`src/rtl/crc8_pkg.sv`:
```
// Shared definitions for the CRC-8 (x^8+x^2+x+1, init 0xFF, MSB-first) generator/checker pair.
package crc8_pkg;

   localparam logic [7:0] CRC8_INIT = 8'hFF;
   localparam logic [7:0] CRC8_POLY = 8'h07;

   typedef enum logic [1:0] {
      ST_OK    = 2'd0,
      ST_CRC   = 2'd1,
      ST_LONG  = 2'd2,
      ST_ABORT = 2'd3
   } status_t;

   typedef enum logic [1:0] {
      S_IDLE    = 2'd0,
      S_PAYLOAD = 2'd1,
      S_RESULT  = 2'd2
   } state_t;

   // Byte-parallel update: xor the byte into the register, then eight MSB-first shifts.
   function automatic logic [7:0] crc8_byte(input logic [7:0] lfsr, input logic [7:0] data);
      logic [7:0] x;
      x = lfsr ^ data;
      for (int i = 0; i < 8; i++) begin
         x = x[7] ? ((x << 1) ^ CRC8_POLY) : (x << 1);
      end
      return x;
   endfunction

endpackage

```
`src/rtl/crc8_d8_next.sv`:
```
// Combinational CRC-8 next-state for one data byte; shared by the generator and checker ends.
module crc8_d8_next
   import crc8_pkg::*;
(
   input  logic [7:0] lfsr_in,
   input  logic [7:0] data,
   output logic [7:0] lfsr_out
);

   assign lfsr_out = crc8_byte(lfsr_in, data);

endmodule

```
`config.mk`:
```
export PLATFORM = sky130hd
export DESIGN_NAME = crc8_d8_next
export DESIGN_NICKNAME = d
export VERILOG_FILES = /design/src/rtl/crc8_pkg.sv /design/src/rtl/crc8_d8_next.sv
export SDC_FILE = /design/constraint.sdc
export NUM_CORES = 1
export LEC_CHECK = 0
export ABC_AREA = 0
export CORE_AREA = 4 4 41 43
export DETAILED_ROUTE_END_ITERATION = 7
export DIE_AREA = 0 0 45 47
export GPL_TIMING_DRIVEN = 0
export SYNTH_ARGS = -nofsm -noshare
export SYNTH_HDL_FRONTEND = slang
export SYNTH_SLANG_ARGS = --single-unit
```
`constraint.sdc`:
```
create_clock -name vclk -period 1.9
set_input_delay 0.38 -clock vclk [all_inputs]
set_output_delay 0.38 -clock vclk [all_outputs]
set_load 0.01 [all_outputs]
```
==> qor.csv, run 1 <==
stage,metric,value,unit
sta,worst-case hold slack,1.34,ns
die,die width,45,um
sta,Final Hold Vio Count,0,
critical_path,kind of start point of the critical path,primary input,
synthesis,synthesized-area fraction occupied by adder cells,0,%
layout,number of nets in the finished design,73,
global_routing,residual overflow from global routing,0,
power,Lkg Pwr,0.000297,uW
sta,fmax,539,MHz
layout,non-filler instance count after layout,70,
layout,FF+latch area,0,um2
placement,post-detailed-placement half-perimeter wirelength,468,um
flow_run,# Max-Cap Violations,0,
worst_hold_path,launch instance of the worst min-delay path,lfsr_in[2],
layout,design area,544,um2
critical_path,number of buffer and inverter stages on the critical path,3,
placement,number of buffer cells added on primary ports,24,
worst_hold_path,Min-Delay Path Depth,6,
layout,number of inserted filler cells in the final layout,152,
power,power density cells,584,nW/um2
synthesis,netlist area before placement,213,um2
layout,most used cells in the layout excluding fill and tap cells,"11 x sky130_fd_sc_hd__buf_4, 8 x sky130_fd_sc_hd__xnor2_2, 8 x sky130_fd_sc_hd__buf_2",
sta,time the final worst path needs with I/O delays and setup,1.85,ns
layout,clk_buf instances,0,
sta,"Setup violations, final",0,
critical_path,CP Data Required Time,1.52,ns
sta,final slew viol count,0,
die,DIE AREA,2120,um2
detailed_routing,overall routed net length,646,um
detailed_routing,total number of vias,263,
die,ports placed on the boundary,24,
layout,Final Util,41.8,%
synthesis,number of distinct library cell variants in the gate-level netlist after synthesis,4,
die,standard cell core area,1300,um2
detailed_routing,count of unresolved DRC violations after routing,0,
die,die extent in y,47,um
critical_path,critical path's largest stage delay,0.42,ns
critical_path,worst path cell trace,buf_6 -> xor2_2 -> buf_4 -> xnor3_2 -> xnor2_1 -> buf_2,
synthesis,post-synthesis sequential area ratio,0,%
power,overall power of the completed layout,318,uW
synthesis,dominant combinational cell family by area after synthesis,XOR/XNOR gates,
synthesis,xor and xnor area share after synthesis,100,%
synthesis,complex-gate fraction of the synthesized area,0,%
synthesis,Syn Inst Count,20,
detailed_routing,Via-to-Cell Ratio,3.76,
global_routing,wire length of the first global-routing pass,931,um
placement,final weighted congestion in routability-driven placement,0.596,
die,effective utilization at floorplan,16.3,%
synthesis,Syn Nets,36,
synthesis,YS warnings,0,
critical_path,kind of end point of the critical path,primary output,
critical_path,number of cells on the critical path,6,
global_routing,global routing usage summed across all routing layers,5.61,%
sta,Worst Tran Pin Value,0.236,ns
global_routing,initial antenna violation count,0,
synthesis,area share of and/or/nand/nor cells after synthesis,0,%
detailed_routing,violation count after the first detailed-route iteration,0,
layout,sequential cell count,0,
critical_path,arrival time at the worst endpoint,1.47,ns
global_routing,vias in the first global route,254,
critical_path,largest fanout on the critical path,2,
detailed_routing,Avg WL per Cell,9.23,um
global_routing,pin count of the biggest net entering global routing,4,
sta,setup repair after global routing missed its margin,yes,
layout,fraction of final layout cells sized beyond drive strength 1,69.1,%
critical_path,cell type of the slowest stage on the worst timing path,sky130_fd_sc_hd__xnor3_2,
layout,Layout area overhead,156,%
layout,count of inserted antenna diode cells,0,
power,Peak VDD IR,255,uV
run_status,result of the run,"complete, no violations",
worst_hold_path,Hold Path End,lfsr_out[4],
critical_path,kind of cell adding the most delay to the critical path,XOR/XNOR gates,
synthesis,mean instance size in the synthesized netlist,10.6,um2
critical_path,critical setup path kind,in2out,
synthesis,multiplexer share of the synthesized area,0,%
sta,Slew Limit Headroom,84.2,%
placement,"Cell Area, Placed",472,um2
worst_hold_path,class of the most critical hold timing path,in2out,
die,Rows,13,
sta,portion of the clock cycle consumed by the worst path in the final layout,97.6,%
detailed_routing,antenna-violating nets left,0,
detailed_routing,number of detailed-route iterations in the first pass,1,
layout,"leading cell type in the layout, fill and taps excluded",sky130_fd_sc_hd__buf_4,
placement,placed insts,59,
[stage by stage]
stage / worst slack, ns / setup TNS [ns]
after floorplan: 0.177 / 0
after global placement: -0.844 / -5.07
after detailed placement: -0.819 / -5.06
after CTS: 0.00112 / 0
after global routing: -0.0106 / -0.0114
final: 0.0459 / 0
[logic make-up after synthesis]
logic type  after synthesis
xor+xnor                 20
[final cells by class]
cell class / instances / area [um2] / area share (%)
repair buffers: 35 / 253 / 46.4
multi-input cells: 20 / 273 / 50.1
well taps: 15 / 18.8 / 3.45
[worst min-delay path: stages]
cell and delay [ns]:
sky130_fd_sc_hd__buf_2 0.10, sky130_fd_sc_hd__xnor2_2 0.12, sky130_fd_sc_hd__buf_4 0.10, sky130_fd_sc_hd__buf_4 0.09
sky130_fd_sc_hd__xnor2_1 0.04, sky130_fd_sc_hd__buf_2 0.13
[synthesized netlist by cell type (all sizes together)]
cell	n	area, um2
xnor2	12	105
xnor3	2	47.6
xor2	6	60.1
[worst max path at each step]
| stage | startpoint | to | slack [ns] |
|---|---|---|---|
| CTS | data[5] | lfsr_out[6] | 0.001 |
| global route | data[7] | lfsr_out[3] | -0.01 |
| floorplan | data[6] | lfsr_out[1] | 0.18 |
| detailed placement | data[7] | lfsr_out[2] | -0.82 |
| global placement | data[7] | lfsr_out[2] | -0.84 |
| finish | data[7] | lfsr_out[2] | 0.05 |
[layer usage]
| metal | share of wire (%) | wire (um) | track usage [%] | up-vias |
|---|---|---|---|---|
| met5 | 0 | 0 | 0 | - |
| met1 | 32 | 207 | 5.91 | 115 |
| li1 | - | - | - | 133 |
| met4 | 0 | 0 | 0 | 0 |
| met2 | 50 | 326 | 11.3 | 15 |
| met3 | 17 | 112 | 1.92 | 0 |
[power breakdown]
group	switching [uW]	internal, uW
combinational	133	185
clock	0	0
sequential	0	0
[timing repair]
action | CTS | global route
gates resized for setup | 66 | 13
pin swaps | 15 | 13
hold buffers | 0 | 0
buffers inserted | 13 | 1
endpoints found under the setup margin | 8 | 6
No activity file was read; power rests on OpenSTA's default activity.
==> run 2: changes to the inputs <==
--- a/config.mk
+++ b/config.mk
@@ -6,9 +6,9 @@
 export NUM_CORES = 1
 export LEC_CHECK = 0
 export ABC_AREA = 0
-export CORE_AREA = 4 4 41 43
+export CORE_AREA = 5 5 42 44
 export DETAILED_ROUTE_END_ITERATION = 7
-export DIE_AREA = 0 0 45 47
+export DIE_AREA = 0 0 47 49
 export GPL_TIMING_DRIVEN = 0
 export SYNTH_ARGS = -nofsm -noshare
 export SYNTH_HDL_FRONTEND = slang
==> qor.csv, run 2 (synthesis results as in run 1) <==
stage,metric,value,unit
run_status,result of the run,"complete, no violations",
layout,number of nets in the finished design,72,
placement,number of buffer cells added on primary ports,24,
critical_path,critical path's largest stage delay,0.45,ns
critical_path,arrival time at the worst endpoint,1.48,ns
die,die width,47,um
die,DIE AREA,2300,um2
global_routing,vias in the first global route,225,
critical_path,largest fanout on the critical path,2,
sta,time the final worst path needs with I/O delays and setup,1.86,ns
detailed_routing,overall routed net length,660,um
sta,Worst Tran Pin Value,0.223,ns
die,standard cell core area,1400,um2
worst_hold_path,class of the most critical hold timing path,in2out,
global_routing,residual overflow from global routing,0,
critical_path,number of buffer and inverter stages on the critical path,3,
power,Peak VDD IR,221,uV
layout,number of inserted filler cells in the final layout,152,
detailed_routing,antenna-violating nets left,0,
critical_path,kind of end point of the critical path,primary output,
layout,most used cells in the layout excluding fill and tap cells,"12 x sky130_fd_sc_hd__buf_2, 9 x sky130_fd_sc_hd__buf_4, 7 x sky130_fd_sc_hd__xnor2_2",
layout,Layout area overhead,169,%
power,power density cells,584,nW/um2
detailed_routing,Avg WL per Cell,9.43,um
layout,"leading cell type in the layout, fill and taps excluded",sky130_fd_sc_hd__buf_2,
critical_path,kind of cell adding the most delay to the critical path,XOR/XNOR gates,
layout,count of inserted antenna diode cells,0,
critical_path,critical setup path kind,in2out,
sta,setup repair after global routing missed its margin,yes,
sta,portion of the clock cycle consumed by the worst path in the final layout,97.7,%
global_routing,initial antenna violation count,0,
global_routing,pin count of the biggest net entering global routing,4,
placement,final weighted congestion in routability-driven placement,0.544,
sta,"Setup violations, final",0,
critical_path,worst path cell trace,buf_2 -> xnor2_4 -> xnor3_2 -> buf_6 -> xnor2_2 -> buf_2,
global_routing,wire length of the first global-routing pass,993,um
detailed_routing,violation count after the first detailed-route iteration,0,
sta,Slew Limit Headroom,85.0,%
detailed_routing,Via-to-Cell Ratio,3.67,
layout,fraction of final layout cells sized beyond drive strength 1,72.2,%
critical_path,CP Data Required Time,1.52,ns
die,effective utilization at floorplan,15.2,%
layout,sequential cell count,0,
sta,final slew viol count,0,
detailed_routing,total number of vias,257,
layout,clk_buf instances,0,
die,Rows,14,
detailed_routing,number of detailed-route iterations in the first pass,1,
die,ports placed on the boundary,24,
sta,fmax,539,MHz
power,Lkg Pwr,0.000299,uW
layout,Final Util,40.8,%
detailed_routing,count of unresolved DRC violations after routing,0,
critical_path,cell type of the slowest stage on the worst timing path,sky130_fd_sc_hd__xnor3_2,
die,die extent in y,49,um
sta,worst-case hold slack,1.30,ns
critical_path,cell repeated most along the worst path,sky130_fd_sc_hd__buf_2,
flow_run,# Max-Cap Violations,0,
global_routing,global routing usage summed across all routing layers,5.37,%
critical_path,kind of start point of the critical path,primary input,
layout,FF+latch area,0,um2
sta,Final Hold Vio Count,0,
run 2: path summary, 6_finish.rpt:
| path | startpoint | to | slack [ns] | cells after the start |
|---|---|---|---|---|
| min | data[1] | lfsr_out[1] | 1.30 | 5 |
| max | data[2] | lfsr_out[2] | 0.04 | 6 |
run 2: power by group:
| part | total [uW] | switching, uW | leakage, uW | internal, uW |
|---|---|---|---|---|
| Combinational | 334 | 140 | 0.000299 | 194 |
| Sequential | 0 | 0 | 0 | 0 |
| Clock | 0 | 0 | 0 | 0 |
| Total | 334 | 140 | 0.000299 | 194 |
run 2: metrics by stage:
step	TNS, ns	area, um2	cells	worst slack [ns]	total power, uW
after global placement	-5.12	473	60	-0.844	330
after global routing	-0.0114	572	70	-0.0114	362
after CTS	0	553	70	0.00148	322
after detailed placement	-5.10	473	60	-0.864	330
after floorplan	0	213	20	0.177	153
final	0	572	70	0.0435	334
run 2: cell type report:
cell class         count  area (um2)  area share (%)
well taps             16        20.0            3.50
multi-input cells     20         303            53.0
repair buffers        34         249            43.5
run 2: timing repair:
action | CTS | global route
cloned | 0 | 0
resized for setup | 78 | 12
hold buffers | 0 | 0
buffers inserted | 11 | 1
setup endpoints to repair | 8 | 5
pin swaps | 14 | 7
run 2: tightest hold or removal path, delay by kind of cell:
family,cells,cell delay [ns]
xor+xnor,3,0.33
buf+inv,2,0.22
run 2: metal layers:
layer	GRT usage [%]	up-vias	share of wire (%)
met3	0.738	0	13
met5	0	-	0
met4	0	0	0
met2	10.6	11	55
li1	-	129	-
met1	5.99	117	32
==> run 3: changes to the inputs <==
==> constraint.sdc (replaced) <==
create_clock -name vclk -period 1.6
set_input_delay 0.32 -clock vclk [all_inputs]
set_output_delay 0.32 -clock vclk [all_outputs]
set_load 0.01 [all_outputs]
==> qor.csv, run 3 (synthesis results as in run 1) <==
stage,metric,value,unit
worst_hold_path,class of the most critical hold timing path,in2out,
detailed_routing,violation count after the first detailed-route iteration,0,
detailed_routing,number of detailed-route iterations in the first pass,1,
run_status,result of the run,"complete, but fails checks",
sta,fmax,577,MHz
detailed_routing,total number of vias,264,
critical_path,critical setup path kind,in2out,
placement,final weighted congestion in routability-driven placement,0.544,
sta,"Setup violations, final",4,
global_routing,wire length of the first global-routing pass,1060,um
placement,number of buffer cells added on primary ports,24,
layout,fraction of final layout cells sized beyond drive strength 1,87.5,%
critical_path,largest fanout on the critical path,2,
layout,most used cells in the layout excluding fill and tap cells,"10 x sky130_fd_sc_hd__buf_4, 9 x sky130_fd_sc_hd__buf_6, 8 x sky130_fd_sc_hd__clkbuf_2, 8 x sky130_fd_sc_hd__buf_2, 7 x sky130_fd_sc_hd__xnor2_2",
detailed_routing,antenna-violating nets left,0,
sta,setup repair after global routing missed its margin,yes,
detailed_routing,Via-to-Cell Ratio,3.67,
sta,final slew viol count,0,
global_routing,vias in the first global route,239,
die,ports placed on the boundary,24,
detailed_routing,count of unresolved DRC violations after routing,0,
critical_path,arrival time at the worst endpoint,1.41,ns
detailed_routing,Avg WL per Cell,9.74,um
power,Peak VDD IR,275,uV
layout,number of nets in the finished design,74,
sta,Final Hold Vio Count,0,
die,die width,47,um
layout,"leading cell type in the layout, fill and taps excluded",sky130_fd_sc_hd__buf_4,
sta,final setup margin,-0.132,ns
placement,post-place setup slack,-1.04,ns
layout,design area,613,um2
sta,Worst Tran Pin Value,0.294,ns
die,DIE AREA,2300,um2
sta,time the final worst path needs with I/O delays and setup,1.73,ns
layout,number of inserted filler cells in the final layout,142,
layout,count of inserted antenna diode cells,0,
sta,post-route setup TNS,-0.372,ns
sta,worst-case hold slack,1.16,ns
die,Rows,14,
layout,clk_buf instances,0,
die,standard cell core area,1400,um2
worst_hold_path,Min-Delay Path Depth,5,
critical_path,cell type of the slowest stage on the worst timing path,sky130_fd_sc_hd__xnor3_2,
die,die extent in y,49,um
layout,sequential cell count,0,
global_routing,initial antenna violation count,0,
critical_path,CP Data Required Time,1.28,ns
flow_run,# Max-Cap Violations,0,
layout,Layout area overhead,188,%
die,effective utilization at floorplan,15.2,%
global_routing,global routing usage summed across all routing layers,5.80,%
critical_path,worst path cell trace,buf_8 -> xnor2_4 -> xnor3_2 -> buf_6 -> xnor2_2 -> buf_2,
power,Lkg Pwr,0.000314,uW
critical_path,critical path's largest stage delay,0.45,ns
global_routing,residual overflow from global routing,0,
critical_path,kind of start point of the critical path,primary input,
sta,portion of the clock cycle consumed by the worst path in the final layout,108,%
sta,Slew Limit Headroom,80.3,%
detailed_routing,overall routed net length,701,um
critical_path,kind of end point of the critical path,primary output,
worst_hold_path,Hold Path End,lfsr_out[3],
power,power density cells,729,nW/um2
run_status,failing checks,setup timing,
layout,FF+latch area,0,um2
placement,"Cell Area, Placed",473,um2
global_routing,pin count of the biggest net entering global routing,4,
worst_hold_path,launch instance of the worst min-delay path,lfsr_in[3],
## run 3: changes by cell type in the layout (fill, tap and decap cells not counted), sizes merged
cell / delta
buf: +3
clkbuf: +6
clkdlybuf4s15: -1
dlygate4sd2: -5
dlymetal6s2s: -1
## run 3: what timing repair did
action / 4_1_cts / 5_1_grt
hold buffers: 0 / 0
pin swaps: 16 / 14
resized for setup: 88 / 26
setup buffers: 12 / 2
setup endpoints to repair: 8 / 8
gates cloned: 0 / 0
## run 3: final cells by class
cell class | count | area, um2 | share of cell area [%]
Tap cell | 16 | 20.0 | 3.27
Multi-Input combinational cell | 20 | 322 | 52.4
Timing Repair Buffer | 36 | 272 | 44.3
## run 3: through the flow
stage	total power, uW	instances	util, %
floorplan	182	20	-
global placement	392	60	33.8
detailed placement	392	60	33.8
CTS	402	72	40.4
global route	481	72	43.8
finish	447	72	43.8
## run 3: worst max-delay path: cells and delay by family
family / cells / cell delay [ns]
XOR/XNOR: 3 / 0.71
buffers and inverters: 3 / 0.37
## run 3: per-layer routing
| metal | part of all wire (%) | track usage [%] | up-vias | wire length (um) |
|---|---|---|---|---|
| met5 | 0 | 0 | - | 0 |
| met4 | 0 | 0 | 0 | 0 |
| met3 | 11 | 0 | 0 | 75 |
| met2 | 56 | 11.3 | 11 | 394 |
| met1 | 33 | 7.11 | 121 | 232 |
| li1 | - | - | 132 | - |
## run 3: how the worst max path moves through the flow
stage | to | cells past startpoint | startpoint | slack, ns
floorplan | lfsr_out[1] | 3 | data[6] | -0.003
global placement | lfsr_out[2] | 5 | data[7] | -1.02
detailed placement | lfsr_out[2] | 5 | lfsr_in[7] | -1.04
CTS | lfsr_out[1] | 6 | lfsr_in[7] | -0.17
global route | lfsr_out[2] | 6 | data[2] | -0.18
finish | lfsr_out[2] | 6 | data[2] | -0.13
## run 3: power by group
group          internal [uW]  switching [uW]
Combinational            267             180
Clock                      0               0
Sequential                 0               0
Total                    267             180
